--- src/rtl/simple_proc_param.sv ---
// Parametrised multicycle processor: 2**REG_SEL_W registers, accumulator A, ALU result G, zero flag Z.
// Optional conditional move (opcode 110) enabled by defining PROC_MVNZ_EN; otherwise 110 is a NOP.
module simple_proc_param #(
    parameter int DATA_W    = 16,
    parameter int REG_SEL_W = 3,
    localparam int IR_W     = 3 + 2*REG_SEL_W,
    localparam int NREGS    = 2**REG_SEL_W
) (
    input  logic              clock,
    input  logic              resetn,
    input  logic              run,
    input  logic [DATA_W-1:0] din,
    output logic              done,
    output logic [DATA_W-1:0] bus_out,
    output logic [IR_W-1:0]   ir_out,
    output logic [1:0]        step_out
);

    typedef enum logic [1:0] {T0 = 2'd0, T1 = 2'd1, T2 = 2'd2, T3 = 2'd3} step_t;

    localparam logic [2:0] OP_MV   = 3'b000;
    localparam logic [2:0] OP_MVI  = 3'b001;
    localparam logic [2:0] OP_ADD  = 3'b010;
    localparam logic [2:0] OP_SUB  = 3'b011;
    localparam logic [2:0] OP_AND  = 3'b100;
    localparam logic [2:0] OP_OR   = 3'b101;
    localparam logic [2:0] OP_MVNZ = 3'b110;

    step_t              r_step;
    logic [IR_W-1:0]    r_ir;
    logic [DATA_W-1:0]  r_regs [NREGS];
    logic [DATA_W-1:0]  r_a;
    logic [DATA_W-1:0]  r_g;
    logic               r_z;

    step_t                w_step_nxt;
    logic [DATA_W-1:0]    w_bus;
    logic                 w_done;
    logic                 w_ir_ld;
    logic                 w_rx_wr;
    logic                 w_a_ld;
    logic                 w_g_ld;
    logic [DATA_W-1:0]    w_alu;
    logic [2:0]           w_op;
    logic [REG_SEL_W-1:0] w_rx;
    logic [REG_SEL_W-1:0] w_ry;

    assign w_op = r_ir[IR_W-1 -: 3];
    assign w_rx = r_ir[2*REG_SEL_W-1 -: REG_SEL_W];
    assign w_ry = r_ir[REG_SEL_W-1:0];

    // Step sequencing and the single bus source for each step
    always_comb begin
        w_step_nxt = r_step;
        w_bus      = '0;
        w_done     = 1'b0;
        w_ir_ld    = 1'b0;
        w_rx_wr    = 1'b0;
        w_a_ld     = 1'b0;
        w_g_ld     = 1'b0;
        case (r_step)
            T0: begin
                if (run) begin
                    w_ir_ld    = 1'b1;
                    w_step_nxt = T1;
                end
            end
            T1: begin
                case (w_op)
                    OP_MV: begin
                        w_bus      = r_regs[w_ry];
                        w_rx_wr    = 1'b1;
                        w_done     = 1'b1;
                        w_step_nxt = T0;
                    end
                    OP_MVI: begin
                        w_bus      = din;
                        w_rx_wr    = 1'b1;
                        w_done     = 1'b1;
                        w_step_nxt = T0;
                    end
                    OP_ADD, OP_SUB, OP_AND, OP_OR: begin
                        w_bus      = r_regs[w_rx];
                        w_a_ld     = 1'b1;
                        w_step_nxt = T2;
                    end
`ifdef PROC_MVNZ_EN
                    OP_MVNZ: begin
                        w_bus      = r_regs[w_ry];
                        w_rx_wr    = ~r_z;
                        w_done     = 1'b1;
                        w_step_nxt = T0;
                    end
`endif
                    default: begin
                        w_done     = 1'b1;
                        w_step_nxt = T0;
                    end
                endcase
            end
            T2: begin
                w_bus      = r_regs[w_ry];
                w_g_ld     = 1'b1;
                w_step_nxt = T3;
            end
            T3: begin
                w_bus      = r_g;
                w_rx_wr    = 1'b1;
                w_done     = 1'b1;
                w_step_nxt = T0;
            end
            default: w_step_nxt = T0;
        endcase
    end

    always_comb begin
        w_alu = '0;
        case (w_op)
            OP_ADD:  w_alu = r_a + w_bus;
            OP_SUB:  w_alu = r_a - w_bus;
            OP_AND:  w_alu = r_a & w_bus;
            OP_OR:   w_alu = r_a | w_bus;
            default: w_alu = '0;
        endcase
    end

    always_ff @(posedge clock) begin
        if (!resetn) begin
            r_step <= T0;
            r_ir   <= '0;
            r_a    <= '0;
            r_g    <= '0;
            r_z    <= 1'b1;
            for (int i = 0; i < NREGS; i++) r_regs[i] <= '0;
        end else begin
            r_step <= w_step_nxt;
            if (w_ir_ld) r_ir <= din[DATA_W-1 -: IR_W];
            if (w_a_ld)  r_a  <= w_bus;
            if (w_g_ld) begin
                r_g <= w_alu;
                r_z <= (w_alu == '0);
            end
            if (w_rx_wr) r_regs[w_rx] <= w_bus;
        end
    end

    assign done     = w_done;
    assign bus_out  = w_bus;
    assign ir_out   = r_ir;
    assign step_out = r_step;

endmodule
--- config.mk ---
export PLATFORM = sky130hd
export DESIGN_NAME = simple_proc_param
export DESIGN_NICKNAME = d
export VERILOG_FILES = /design/src/rtl/simple_proc_param.sv
export SDC_FILE = /design/constraint.sdc
export NUM_CORES = 1
export LEC_CHECK = 0
export BUFFER_PORTS_ARGS = -buffer_cell sky130_fd_sc_hd__buf_2
export CAP_MARGIN = 20
export CORE_ASPECT_RATIO = 0.75
export CORE_MARGIN = 4
export CORE_UTILIZATION = 35
export CTS_CLUSTER_SIZE = 24
export DETAILED_ROUTE_END_ITERATION = 10
export PLACE_DENSITY = 0.46
export RECOVER_POWER = 50
export SLEW_MARGIN = 40
export SYNTH_ARGS = -nofsm -noshare
export SYNTH_HDL_FRONTEND = slang
export SYNTH_SLANG_ARGS = --single-unit
export TNS_END_PERCENT = 1
--- constraint.sdc ---
create_clock -name clock -period 7.2 [get_ports clock]
set_clock_uncertainty 0.15 [all_clocks]
set_input_delay 0.36 -clock clock [delete_from_list [all_inputs] [get_ports clock]]
set_output_delay 0.36 -clock clock [all_outputs]
set_load 0.02 [all_outputs]
=== Yosys cells after proc, flatten, opt, wreduce, memory -nomap -nowiden ===
Memories as Yosys holds them, arrays and structs flattened. A register that Yosys moved wholly into a read port is not among the register bits.
Index checks and enable logic that the tools add are counted.

* Eq/ne operators: 9
* Muxes and demuxes: 26
* Add/sub/neg operators: 2
* Bitwise logic cells: 2
* Reduce and logical (&&, ||, !) cells: 5

{| class="wikitable"
|+ Operators with widths
! kind !! count
|-
| $pmux W16 S3 || 2
|-
| $pmux W16 S4 || 1
|-
| $add A16 B16 Y16 || 1
|-
| $and A16 B16 Y16 || 1
|-
| $mux W16 || 1
|-
| $or A16 B16 Y16 || 1
|-
| $reduce_or A16 Y1 || 1
|-
| $sub A16 B16 Y16 || 1
|-
| $mux W3 || 5
|-
| $mux W1 || 12
|-
| $pmux W2 S4 || 1
|-
| $eq A3 B2 Y1 const B || 2
|-
| $eq A3 B3 Y1 const B || 2
|-
| $eq A2 B2 Y1 const B || 2
|-
| $mux W2 || 2
|-
| $pmux W1 S2 || 2
|-
| $reduce_or A4 Y1 || 1
|-
| $eq A3 B1 Y1 const B || 1
|-
| $logic_not A3 Y1 || 1
|-
| $eq A2 B1 Y1 const B || 1
|-
| $logic_not A2 Y1 || 1
|-
| $ne A2 B2 Y1 const B || 1
|-
| $reduce_or A2 Y1 || 1
|}

* Output and inout port bits: 28
* Logic and storage cells: 49
* Flip-flop bits (word level): 43
* Memory bits (writable): 128
* Memories kept: 1
* Input port bits: 19

{| class="wikitable"
|+ Memory list
! name !! words !! width !! read ports !! clocked after Yosys merged registers in !! write ports !! line !! source
|-
| r_regs || 8 || 16 || 2 || 2 || 8 || 31 || <nowiki>logic [DATA_W-1:0] r_regs [NREGS];</nowiki>
|}

=== Logic depth before layout (Yosys ltp) ===
* Depth after elaboration: 9
* Gate-level depth with buffers: 23
* Depth with buffers taken out: 20

=== Worst setup path before layout ===
OpenSTA, ideal clock, no wires.

* Path type: register -> register
* Start point: reg (tool-made name)
* End point: reg r_g[15]
* Slack: 2.563 ns
* Setup time: 0.062 ns
* Required time: 6.988 ns
* Cell stages (with the launch flop): 20
* Data arrival time: 4.426 ns
* Path buffers: 3
* Period minus slack after synthesis: 4.637 ns
* Cells stage by stage: dfxtp_1 > buf_2 > buf_6 > mux4_2 > mux2_2 > a21oi_1 > a31o_2 > clkbuf_1 > ha_1 > a21oi_1 > ha_1 > nor2b_1 > o31a_1 > o31a_1 > o211ai_1 > nand4_1 > a41oi_1 > nand3_1 > mux2_4 > nand3_1

{| class="wikitable"
|+ RTL lines
! item !! line !! source
|-
| to (signal assigned) || 140 || <nowiki>r_g <= w_alu;</nowiki>
|-
| to (decl) || 33 || <nowiki>logic [DATA_W-1:0] r_g;</nowiki>
|}

==> impl.org <==
** Outcome
- Result of the run :: finished with violations
- The final reports fail on capacitance limit, slew limit.

** Setup path
- Data arrival time of the critical path :: 6.34 ns
- Critical path cell sequence :: clkbuf_1 > nor3_1 > nand2_1 > o21ai_0 > a21oi_1 > ha_1 > a21oi_1 > ha_1 > nor2b_1 > o31a_1 > o31a_1 > o211ai_1 > nand4_1 > a41oi_1 > nand3_1 > mux2_4 > nand3_1
- Worst path buffer plus inverter count :: 1
- The worst setup path is launched from a register.
- Slowest cell delay on critical path :: 0.89 ns
- The worst setup path is captured at a register.
- Number of cells on the worst reg-to-reg path :: 17
- The critical path is of the reg2reg type.
- Worst path slowest cell :: sky130_fd_sc_hd__dfxtp_1
- Across all register-to-register paths, the minimum setup slack is 1.11 ns.
- The endpoint identified for the worst register-to-register timing path is r_g[15]$_SDFFE_PN0P_.
- Largest fanout on the critical path :: 22
- Data required time at the worst endpoint :: 7.45 ns
- On the critical path the largest part of the delay comes from compound AO/OA/AOI/OAI gates.

** Floorplanning
- The initial utilization of the core area, before any placement, comes to 35.7%.
- The die covers 31,600 um2.
- Core Area :: 28,200 um2
- The floorplan has 53 rows.
- During I/O placement, the number of pins put on the boundary was 47.
- The die is 204 um wide.
- The die is 155 um tall.

** Clock tree
- Root cell of the clock tree :: sky130_fd_sc_hd__clkbuf_16
- Clock tree buffer depth :: 2
- Number of sinks driven by the clock tree :: 177
- Count of cells resized by post-cts repair :: 0
- Number of clock buffers inserted by TritonCTS :: 17
- Worst skew pair latency :: 0.45 ns
- TritonCTS clock tree :: built
- Clock transition at the register clock pins on the worst setup and hold paths after CTS :: 0.07 ns
- The clock tree synthesis step divided the H-tree into 4 levels.

** Drt
- The first routing iteration left 660 violations.
- Drt pass-1 iters :: 5
- Detailed-route via count :: 7,511
- Routed Wire Length :: 33,200 um
- Dividing the detail-routed via count by the number of cells gives 5.68.
- Detail-routed net length per standard cell :: 25.1 um
- Residual DRC :: 0
- Count of antenna-violating nets left after detailed routing :: 0

** Synthesis
- Share of the synthesized area in the top cell type :: 38.2%
- Mean instance size in the synthesized netlist :: 11.1 um2
- Top-count cell post-synth :: sky130_fd_sc_hd__nor2_1
- The synthesized design spends more area on one cell type than any other, namely sky130_fd_sc_hd__edfxtp_1.
- Area contributors post-synth :: sky130_fd_sc_hd__edfxtp_1 38%, sky130_fd_sc_hd__mux4_2 14%, sky130_fd_sc_hd__dfxtp_1 9.7%, sky130_fd_sc_hd__nor2_1 6.6%, sky130_fd_sc_hd__nand2_1 2.7%
- Post-synth net total :: 944
- Sequential elements use 47.9% of the synthesized area.
- Synthesis produced 906 cells.
- Post-synth top cells :: 177 x sky130_fd_sc_hd__nor2_1, 128 x sky130_fd_sc_hd__edfxtp_1, 73 x sky130_fd_sc_hd__nand2_1
- The synthesized netlist occupies a cell area of 10,100 um2.
- Total number of yosys warnings :: 0
- Commonest register cell after synthesis :: sky130_fd_sc_hd__edfxtp_1
- FF+latch count, synth :: 177
- Counting flops with a built-in enable in the synthesized netlist gives 128.
- After synthesis, the share of flip-flops with an asynchronous set or reset is 0%.
- Number of different library cells in the post-synthesis netlist :: 61

** Cells and area
- Diode count :: 0
- In the final layout, the share of cells above drive strength 1 is 19.1%.
- Compared with the post-synthesis result, the final layout area differs by 11.1%.
- Cells fill 39.7% of the core in the end.
- Post-route standard cell area excluding fillers :: 11,200 um2
- Count of nets after finishing :: 962

** Timing
- Least-Margin Pin Slew :: 1.51 ns
- The smallest clock period supported by the final layout is computed as 6.09 ns.
- Period utilisation layout :: 84.6%
- In this run the tightest slew margin relative to its limit is -0.523%.
- For the final routed database, the setup TNS stands at 0 ns.
- The count of final max-slew check failures was 27.
- Timing would allow up to 0.164 GHz.
- Final hold violation count :: 0
- Setup violations remaining at the end of the flow were counted as 0.
- Unrepaired setup endpoints after global routing :: false

** Global routing
- The first global-routing pass estimated 49,200 um of wire.
- Entering global routing, the biggest net connects 53 pins.
- Number of global-route vias before repair :: 7,389
- Total congestion overflow after global routing :: 0
- In the global route stage, overall resource usage came out at 21.2%.
- Antenna violations before repair :: 0

** Pwr
- Maximum ir drop on the vdd rail :: 0.000180 V
- Summed over all cells, the static leakage comes to 0.00389 uW.
- Cell Pwr Density :: 243 nW/um2

** Placed design
- GPL Wtd Cong :: 0.849
- Summed over all nets, the half-perimeter wirelength after detailed placement is 22,500 um.
- Placement Cell Area :: 10,600 um2
- Buffers placed on the I/O ports in this run total 46.

** Worst hold path
- Class of the worst hold path :: in2reg
- Min-Delay Startpoint :: din[14]
- Worst Hold Depth :: 3
- For hold timing, the worst endpoint is ir_out[7]$_SDFFE_PN0P_.

** Job
- Number of max-cap violations :: 1
-- worst max path at each step --
stage               slack [ns]                    to  startpoint  cells after the start
floorplan                 2.56  r_g[15]$_SDFFE_PN0P_    register                     19
global placement          1.66  r_g[15]$_SDFFE_PN0P_    register                     20
detailed placement        1.70  r_g[15]$_SDFFE_PN0P_    register                     17
CTS                       1.67  r_g[15]$_SDFFE_PN0P_    register                     17
global route              0.77  r_g[15]$_SDFFE_PN0P_    register                     17
finish                    1.11  r_g[15]$_SDFFE_PN0P_    register                     17
-- per-layer routing --
metal  wire length, um  global-route usage, %  up-vias
li1                  -                      -     3378
met1             16400                   33.0     3818
met2             14300                   30.9      288
met3              2120                   3.85       27
met4               354                   4.59        0
met5                 0                      0        -
-- power by group --
| part | switching, uW | internal [uW] |
|---|---|---|
| clock network | 427 | 544 |
| logic | 338 | 233 |
| registers | 47.7 | 1130 |
| total | 812 | 1910 |
-- state kept, by name, summed over array words and instances, names as in the netlist, named ones only --
signal and flops:
ir_out 9, step_out 1, r_regs 128, r_g 16, r_a 16
-- worst reg2reg max path: cells and delay by family (launching register included) --
kind	cells	cell delay (ns)
simple gates	6	1.08
mux	1	0.28
flops	1	0.89
compound gates	7	2.32
buf+inv	1	0.66
fa+ha+maj	2	0.65
-- logic make-up after synthesis --
family / Yosys count / synth area share [%]
buffers and inverters: 98 / 4.58
adders and majority gates: 24 / 2.93
and+or+nand+nor: 316 / 13.4
DFF: 177 / 47.9
xor gates and xnor gates: 25 / 2.17
muxes: 95 / 17.7
AOI/OAI and AO/OA: 171 / 11.4
-- layout make-up --
class / instances / area (um2)
Fill cell: 2784 / 17000
Multi-Input combinational cell: 631 / 4810
Tap cell: 385 / 482
Clock inverter: 14 / 164
Clock buffer: 18 / 429
Inverter: 27 / 101
Timing Repair Buffer: 70 / 374
Sequential cell: 177 / 4830
-- placed cells by master, fill, tap and decap left out, types with 6 or more instances in the layout --
cell type / synthesis / routed
sky130_fd_sc_hd__nor2_1: 177 / 177
sky130_fd_sc_hd__edfxtp_1: 128 / 128
sky130_fd_sc_hd__nand2_1: 73 / 68
sky130_fd_sc_hd__mux4_2: 64 / 64
sky130_fd_sc_hd__a21oi_1: 43 / 43
sky130_fd_sc_hd__dfxtp_1: 49 / 43
sky130_fd_sc_hd__o21ai_0: 39 / 39
sky130_fd_sc_hd__buf_2: 15 / 36
sky130_fd_sc_hd__inv_1: 24 / 24
sky130_fd_sc_hd__xnor2_1: 22 / 22
sky130_fd_sc_hd__a21boi_0: 19 / 19
sky130_fd_sc_hd__ha_1: 18 / 18
sky130_fd_sc_hd__clkbuf_1: 39 / 18
sky130_fd_sc_hd__mux2_2: 17 / 17
sky130_fd_sc_hd__clkbuf_16: 0 / 17
sky130_fd_sc_hd__nand3_1: 16 / 16
sky130_fd_sc_hd__buf_4: 6 / 16
sky130_fd_sc_hd__mux2i_1: 13 / 13
sky130_fd_sc_hd__a221oi_1: 12 / 12
sky130_fd_sc_hd__nor3b_1: 10 / 10
sky130_fd_sc_hd__nor3_1: 8 / 8
sky130_fd_sc_hd__o21a_1: 7 / 7
sky130_fd_sc_hd__and2_1: 6 / 6
sky130_fd_sc_hd__nor2b_1: 6 / 6
sky130_fd_sc_hd__a22oi_1: 6 / 6
sky130_fd_sc_hd__dfxtp_2: 0 / 6
-- per-stage QoR --
stage | cells | hold WS (ns) | power (uW) | setup WS [ns]
finish | 1322 | 0.0261 | 2720 | 1.11
detailed placement | 1289 | 0.333 | 1770 | 1.70
global route | 1322 | 0.0402 | 2820 | 0.775
global placement | 1289 | 0.333 | 1770 | 1.66
floorplan | 906 | 0.307 | 1600 | 2.56
CTS | 1322 | 0.0202 | 2730 | 1.67
-- what timing repair did --
action                                  4_1_cts  5_1_grt
endpoints found under the setup margin        0        0
buffers inserted                              0        0
hold buffers                                  1        0
endpoints found under the hold margin         1        0
Note: power is estimated with default switching activity, not from simulation.
